**src/rtl/hazard_unit_v2.sv**
```systemverilog
// Pipeline hazard control: branch redirect, load-use stall, EX operand forwarding,
// plus saturating stall/flush performance counters. State is visible on dbg_state.
module hazard_unit_v2 #(
  parameter int XLEN        = 32,
  parameter int LOAD_LAT    = 1,
  parameter int FLUSH_DEPTH = 1,
  parameter int CNT_W       = 16
) (
  input  logic             clk,
  input  logic             rst,
  input  logic [1:0]       branch,
  input  logic [2:0]       func3,
  input  logic             alu_zero,
  input  logic [XLEN-1:0]  pc_imm,
  input  logic [XLEN-1:0]  alu_out,
  input  logic             ex_mem_read,
  input  logic [4:0]       ex_rd,
  input  logic [4:0]       id_rs1,
  input  logic [4:0]       id_rs2,
  input  logic             id_use_rs1,
  input  logic             id_use_rs2,
  input  logic [4:0]       ex_rs1,
  input  logic [4:0]       ex_rs2,
  input  logic [4:0]       mem_rd,
  input  logic             mem_reg_write,
  input  logic [4:0]       wb_rd,
  input  logic             wb_reg_write,
  output logic             stall_if,
  output logic             stall_id,
  output logic             flush_id,
  output logic             flush_ex,
  output logic             redirect_valid,
  output logic [XLEN-1:0]  redirect_pc,
  output logic [1:0]       fwd_a,
  output logic [1:0]       fwd_b,
  output logic [CNT_W-1:0] stall_cnt,
  output logic [CNT_W-1:0] flush_cnt,
  output logic [1:0]       dbg_state
);

  typedef enum logic [1:0] {IDLE = 2'd0, LD_WAIT = 2'd1, FLUSH = 2'd2} state_t;

  localparam logic [1:0] LD_INIT = 2'(LOAD_LAT - 1);
  localparam logic [1:0] FL_INIT = 2'(FLUSH_DEPTH - 1);

  state_t           r_state;
  logic [1:0]       r_cnt;
  logic [CNT_W-1:0] r_stall_cnt;
  logic [CNT_W-1:0] r_flush_cnt;
  logic             w_taken;
  logic             w_load_use;
  logic             w_unused_lsb;

  assign w_unused_lsb = alu_out[0];

  always_comb begin
    w_taken = 1'b0;
    case (func3)
      3'b000, 3'b101, 3'b111: w_taken = alu_zero;
      3'b001, 3'b100, 3'b110: w_taken = ~alu_zero;
      default:                w_taken = 1'b0;
    endcase
  end

  // The target is only driven when a redirect actually happens; otherwise it reads 0.
  always_comb begin
    redirect_valid = 1'b0;
    redirect_pc    = '0;
    case (branch)
      2'b01: if (w_taken) begin
        redirect_valid = 1'b1;
        redirect_pc    = pc_imm;
      end
      2'b10: begin
        redirect_valid = 1'b1;
        redirect_pc    = {alu_out[XLEN-1:1], 1'b0};
      end
      2'b11: begin
        redirect_valid = 1'b1;
        redirect_pc    = pc_imm;
      end
      default: ;
    endcase
  end

  assign w_load_use = ex_mem_read && (ex_rd != 5'd0) &&
                      ((id_use_rs1 && (id_rs1 == ex_rd)) || (id_use_rs2 && (id_rs2 == ex_rd)));

  // A redirect squashes everything younger, so it overrides any pending stall.
  always_comb begin
    stall_if = 1'b0;
    stall_id = 1'b0;
    flush_id = 1'b0;
    flush_ex = 1'b0;
    if (!rst) begin
      if (redirect_valid) begin
        flush_id = 1'b1;
        flush_ex = 1'b1;
      end else begin
        case (r_state)
          IDLE: if (w_load_use) begin
            stall_if = 1'b1;
            stall_id = 1'b1;
            flush_ex = 1'b1;
          end
          LD_WAIT: begin
            stall_if = 1'b1;
            stall_id = 1'b1;
            flush_ex = 1'b1;
          end
          FLUSH:   flush_id = 1'b1;
          default: ;
        endcase
      end
    end
  end

  always_ff @(posedge clk) begin
    if (rst) begin
      r_state <= IDLE;
      r_cnt   <= 2'd0;
    end else if (redirect_valid) begin
      if (FLUSH_DEPTH > 1) begin
        r_state <= FLUSH;
        r_cnt   <= FL_INIT;
      end else begin
        r_state <= IDLE;
        r_cnt   <= 2'd0;
      end
    end else begin
      case (r_state)
        IDLE: if (w_load_use && (LOAD_LAT > 1)) begin
          r_state <= LD_WAIT;
          r_cnt   <= LD_INIT;
        end
        LD_WAIT, FLUSH: begin
          if (r_cnt <= 2'd1) begin
            r_state <= IDLE;
            r_cnt   <= 2'd0;
          end else begin
            r_cnt <= r_cnt - 2'd1;
          end
        end
        default: begin
          r_state <= IDLE;
          r_cnt   <= 2'd0;
        end
      endcase
    end
  end

  always_ff @(posedge clk) begin
    if (rst) begin
      r_stall_cnt <= '0;
      r_flush_cnt <= '0;
    end else begin
      if (stall_id && (r_stall_cnt != {CNT_W{1'b1}}))
        r_stall_cnt <= r_stall_cnt + CNT_W'(1);
      if (redirect_valid && (r_flush_cnt != {CNT_W{1'b1}}))
        r_flush_cnt <= r_flush_cnt + CNT_W'(1);
    end
  end

  // MEM holds the younger result, so it wins over WB; x0 is never forwarded.
  always_comb begin
    fwd_a = 2'b00;
    fwd_b = 2'b00;
    if (mem_reg_write && (mem_rd != 5'd0) && (mem_rd == ex_rs1))    fwd_a = 2'b10;
    else if (wb_reg_write && (wb_rd != 5'd0) && (wb_rd == ex_rs1))  fwd_a = 2'b01;
    if (mem_reg_write && (mem_rd != 5'd0) && (mem_rd == ex_rs2))    fwd_b = 2'b10;
    else if (wb_reg_write && (wb_rd != 5'd0) && (wb_rd == ex_rs2))  fwd_b = 2'b01;
  end

  assign stall_cnt = r_stall_cnt;
  assign flush_cnt = r_flush_cnt;
  assign dbg_state = r_state;

endmodule

```
**config.mk**
```make
export PLATFORM = sky130hd
export DESIGN_NAME = hazard_unit_v2
export DESIGN_NICKNAME = d
export VERILOG_FILES = /design/src/rtl/hazard_unit_v2.sv
export SDC_FILE = /design/constraint.sdc
export NUM_CORES = 1
export LEC_CHECK = 0
export BUFFER_PORTS_ARGS = -buffer_cell sky130_fd_sc_hd__clkbuf_2
export CORE_MARGIN = 4
export CORE_UTILIZATION = 45
export DETAILED_ROUTE_END_ITERATION = 10
export PLACE_DENSITY = 0.88
export SETUP_SLACK_MARGIN = 0.15
export SLEW_MARGIN = 30
export SYNTH_ARGS = -nofsm -noshare
export SYNTH_HDL_FRONTEND = slang
export SYNTH_SLANG_ARGS = --single-unit
```
**constraint.sdc**
```tcl
create_clock -name clk -period 4.6 [get_ports clk]
set_input_delay 0.69 -clock clk [delete_from_list [all_inputs] [get_ports clk]]
set_output_delay 0.69 -clock clk [all_outputs]
set_load 0.03 [all_outputs]
```
==> run metrics <==
Final Slew Violations=0; initial antenna violation count=0; Pint=0.000541 W; CP max stage delay=around 0.53 ns; cts hold-fix bufs=0; Clk network pwr share=about a third; Via density=5.40; top cells by area, synth=dfxtp_1 24%, nor2_1 8.5%, xnor2_1 8.5%; Placed Cells=between 600 and 700; DR iter-0 viols=91; # setup viols final=0; sequential area share after synthesis=between 20% and 30%; CP most frequent cell=clkbuf_2; Non-Filler Instances=610; PD cells=220 mW/mm^2; worst min-delay path category=reg2reg; I/O Buffers=between 150 and 200; grt ovf=0; minimum clock period after layout=3.13 ns; Net Switching=0.000273 W; first-pass GRT wire length=14.0 mm; Avg Cell Area, Syn=around 7.4 um^2; num rows=27; Critical Path Source Type=primary input; Antenna Nets Post-Route=0; Netlist cell types=between 40 and 50; Required @ worst endpoint=about 3.9 ns; Synth top area share=about a quarter; Total GRT Usage=23.2%; Mapped Cells=about 360; DP HPWL=~7.4 mm; Switching Fraction=33.5%; vias in the first global route=between 3000 and 4000; Arr. time, crit path=roughly 2.4 ns; Max-Cap Viols=0; synthesis-stage register bit count=32; Synth top cells by count=61 x nor2_1, 45 x a21oi_1, 32 x dfxtp_1, 32 x nor2b_1, 26 x xnor2_1; leakage power=1.69 nW; Max Fclk=between 0.3 and 0.4 GHz; CTS Sinks=32; Diodes inserted=0; RSZ-0062 raised after global routing=false; total number of vias=roughly 3300; Worst Setup Path Type=in2out; DRC=0; Comb pwr share=about a third; DRT Pass-1 Iters=4; GPL Wtd Cong=about 0.95; Top Ports=187; most frequent cell after synthesis=nor2_1; final hold vios=0; routed wire length=approximately 9 mm; Slowest-stage cell, CP=clkbuf_2; placed cell area=between 0.003 and 0.004 mm^2; Yosys top cell by area=dfxtp_1; YS warnings=0; routed len/inst=about 15 um; period utilization=67.9%; Post-synth EDFFs=0; Rel. slew slack=roughly half; ys async rst share=0%; H-tree depth=2; sequential share of power=roughly a third; CP Capture Type=output port; Starting Density=about 48%; Clock Path Buffers=2; Reg clk slew, reported paths=~0.07 ns; TNS Setup=0 ns; worst slew pin tran=0.773 ns; Die W=about 85 um; Die Ht=around 85 um; Post-Layout Inst Area=0.00370 mm^2; largest net degree at the start of global routing=38; total CTS buffers=5; Worst VDD drop=~0.25 mV; nets=651; worst-case clock skew=0.00730 ns; root buf cell=clkbuf_8; clock latency at the later pin of the worst-skew pair=~0.28 ns; setup repair bufs after CTS=0; P&R area growth vs syn=37.6%; crit-path cells=clkbuf_2, or3b_1, mux2i_4, nor2_8, o21ai_0, clkbuf_2; post-cts resize count=0; Top FF cell, synth=dfxtp_1; Mapped Area=approximately 0.0027 mm^2; share of layout cells above drive strength 1=between 30% and 40%; CP Max Fanout=35; Die ar.=roughly 0.0073 mm^2; outcome=finished, final reports clean; Core Box Area=between 0.005 and 0.006 mm^2; TritonCTS clock tree=done
-- placed cells by master, fill, tap and decap left out, types with 7 or more instances in the layout --
cell type and n:
a21oi_1 45, clkbuf_2 183, dfxtp_1 32, inv_1 9, nand2_1 11, nand3_1 22
nand4_1 12, nor2_1 60, nor2b_1 32, o21ai_0 7, o21ai_1 9, or3_1 13
or4_1 7, xnor2_1 26, xor2_1 16
-- sequential cells by signal, indices dropped and copies added (netlist names) --
| signal | flops |
|---|---|
| flush_cnt | 16 |
| stall_cnt | 16 |
-- routing by layer --
metal  share of wire (%)  wire (um)  global-route usage, %  vias to the layer above
met5                   0          0                      0                        -
met4                 2.5        225                   7.63                        0
met3                 7.4        668                   3.20                       22
met2                  52       4680                   43.2                      149
met1                  38       3470                   26.8                     1520
li1                    -          -                      -                     1600
-- layout make-up --
class                           count  area, um^2
Clock buffer                        6        72.6
Clock inverter                      2        35.0
Fill cell                         524        1940
Inverter                            9        33.8
Multi-Input combinational cell    304        1890
Sequential cell                    32         641
Tap cell                           72        90.1
Timing Repair Buffer              185         931
-- worst max-delay path: cells and delay by family --
kind                   cells  cell delay (ns)
and+or+nand+nor            2             0.55
buffers and inverters      2             0.77
AOI/OAI and AO/OA          1             0.15
muxes                      1             0.27
-- final timing paths --
kind              cells past startpoint                    endpoint  slack [ns]                       from
setup / recovery                      6                    flush_ex        1.47                  branch[0]
hold / removal                        2   stall_cnt[9]$_SDFFE_PP0P_        0.50  stall_cnt[9]$_SDFFE_PP0P_
setup reg to reg                      6  flush_cnt[10]$_SDFFE_PP0P_        2.37  flush_cnt[3]$_SDFFE_PP0P_
hold reg to reg                       2   stall_cnt[9]$_SDFFE_PP0P_        0.50  stall_cnt[9]$_SDFFE_PP0P_
-- cell families after synthesis --
family | Yosys count | share of synthesized area, %
DFF | 32 | 23.8
other | 1 | 0.140
buffers and inverters | 29 | 5.92
adders and majority gates | 2 | 0.931
muxes | 5 | 2.56
xor gates and xnor gates | 43 | 14.7
AOI/OAI and AO/OA | 68 | 14.0
and+or+nand+nor | 184 | 37.9
-- metrics by stage --
step                      util [%]  setup slack, ns  hold slack (ns)  total power, W
after floorplan                  -             1.28            0.614        0.000451
after global placement        63.6             1.25            0.477        0.000546
after detailed placement      63.6             1.17            0.491        0.000553
after CTS                     65.5             1.15            0.507        0.000818
after global routing          65.5             1.25            0.524        0.000849
final                         65.5             1.47            0.504        0.000813
-- power groups by stage --
stage                     logic, W  registers (W)  clock network, W
after floorplan           0.000157       0.000295                 0
after global placement    0.000257       0.000289                 0
after detailed placement  0.000263       0.000290                 0
after CTS                 0.000264       0.000284          0.000270
after global routing      0.000284       0.000284          0.000281
final                     0.000263       0.000284          0.000266
No activity file was read; power rests on OpenSTA's default activity.
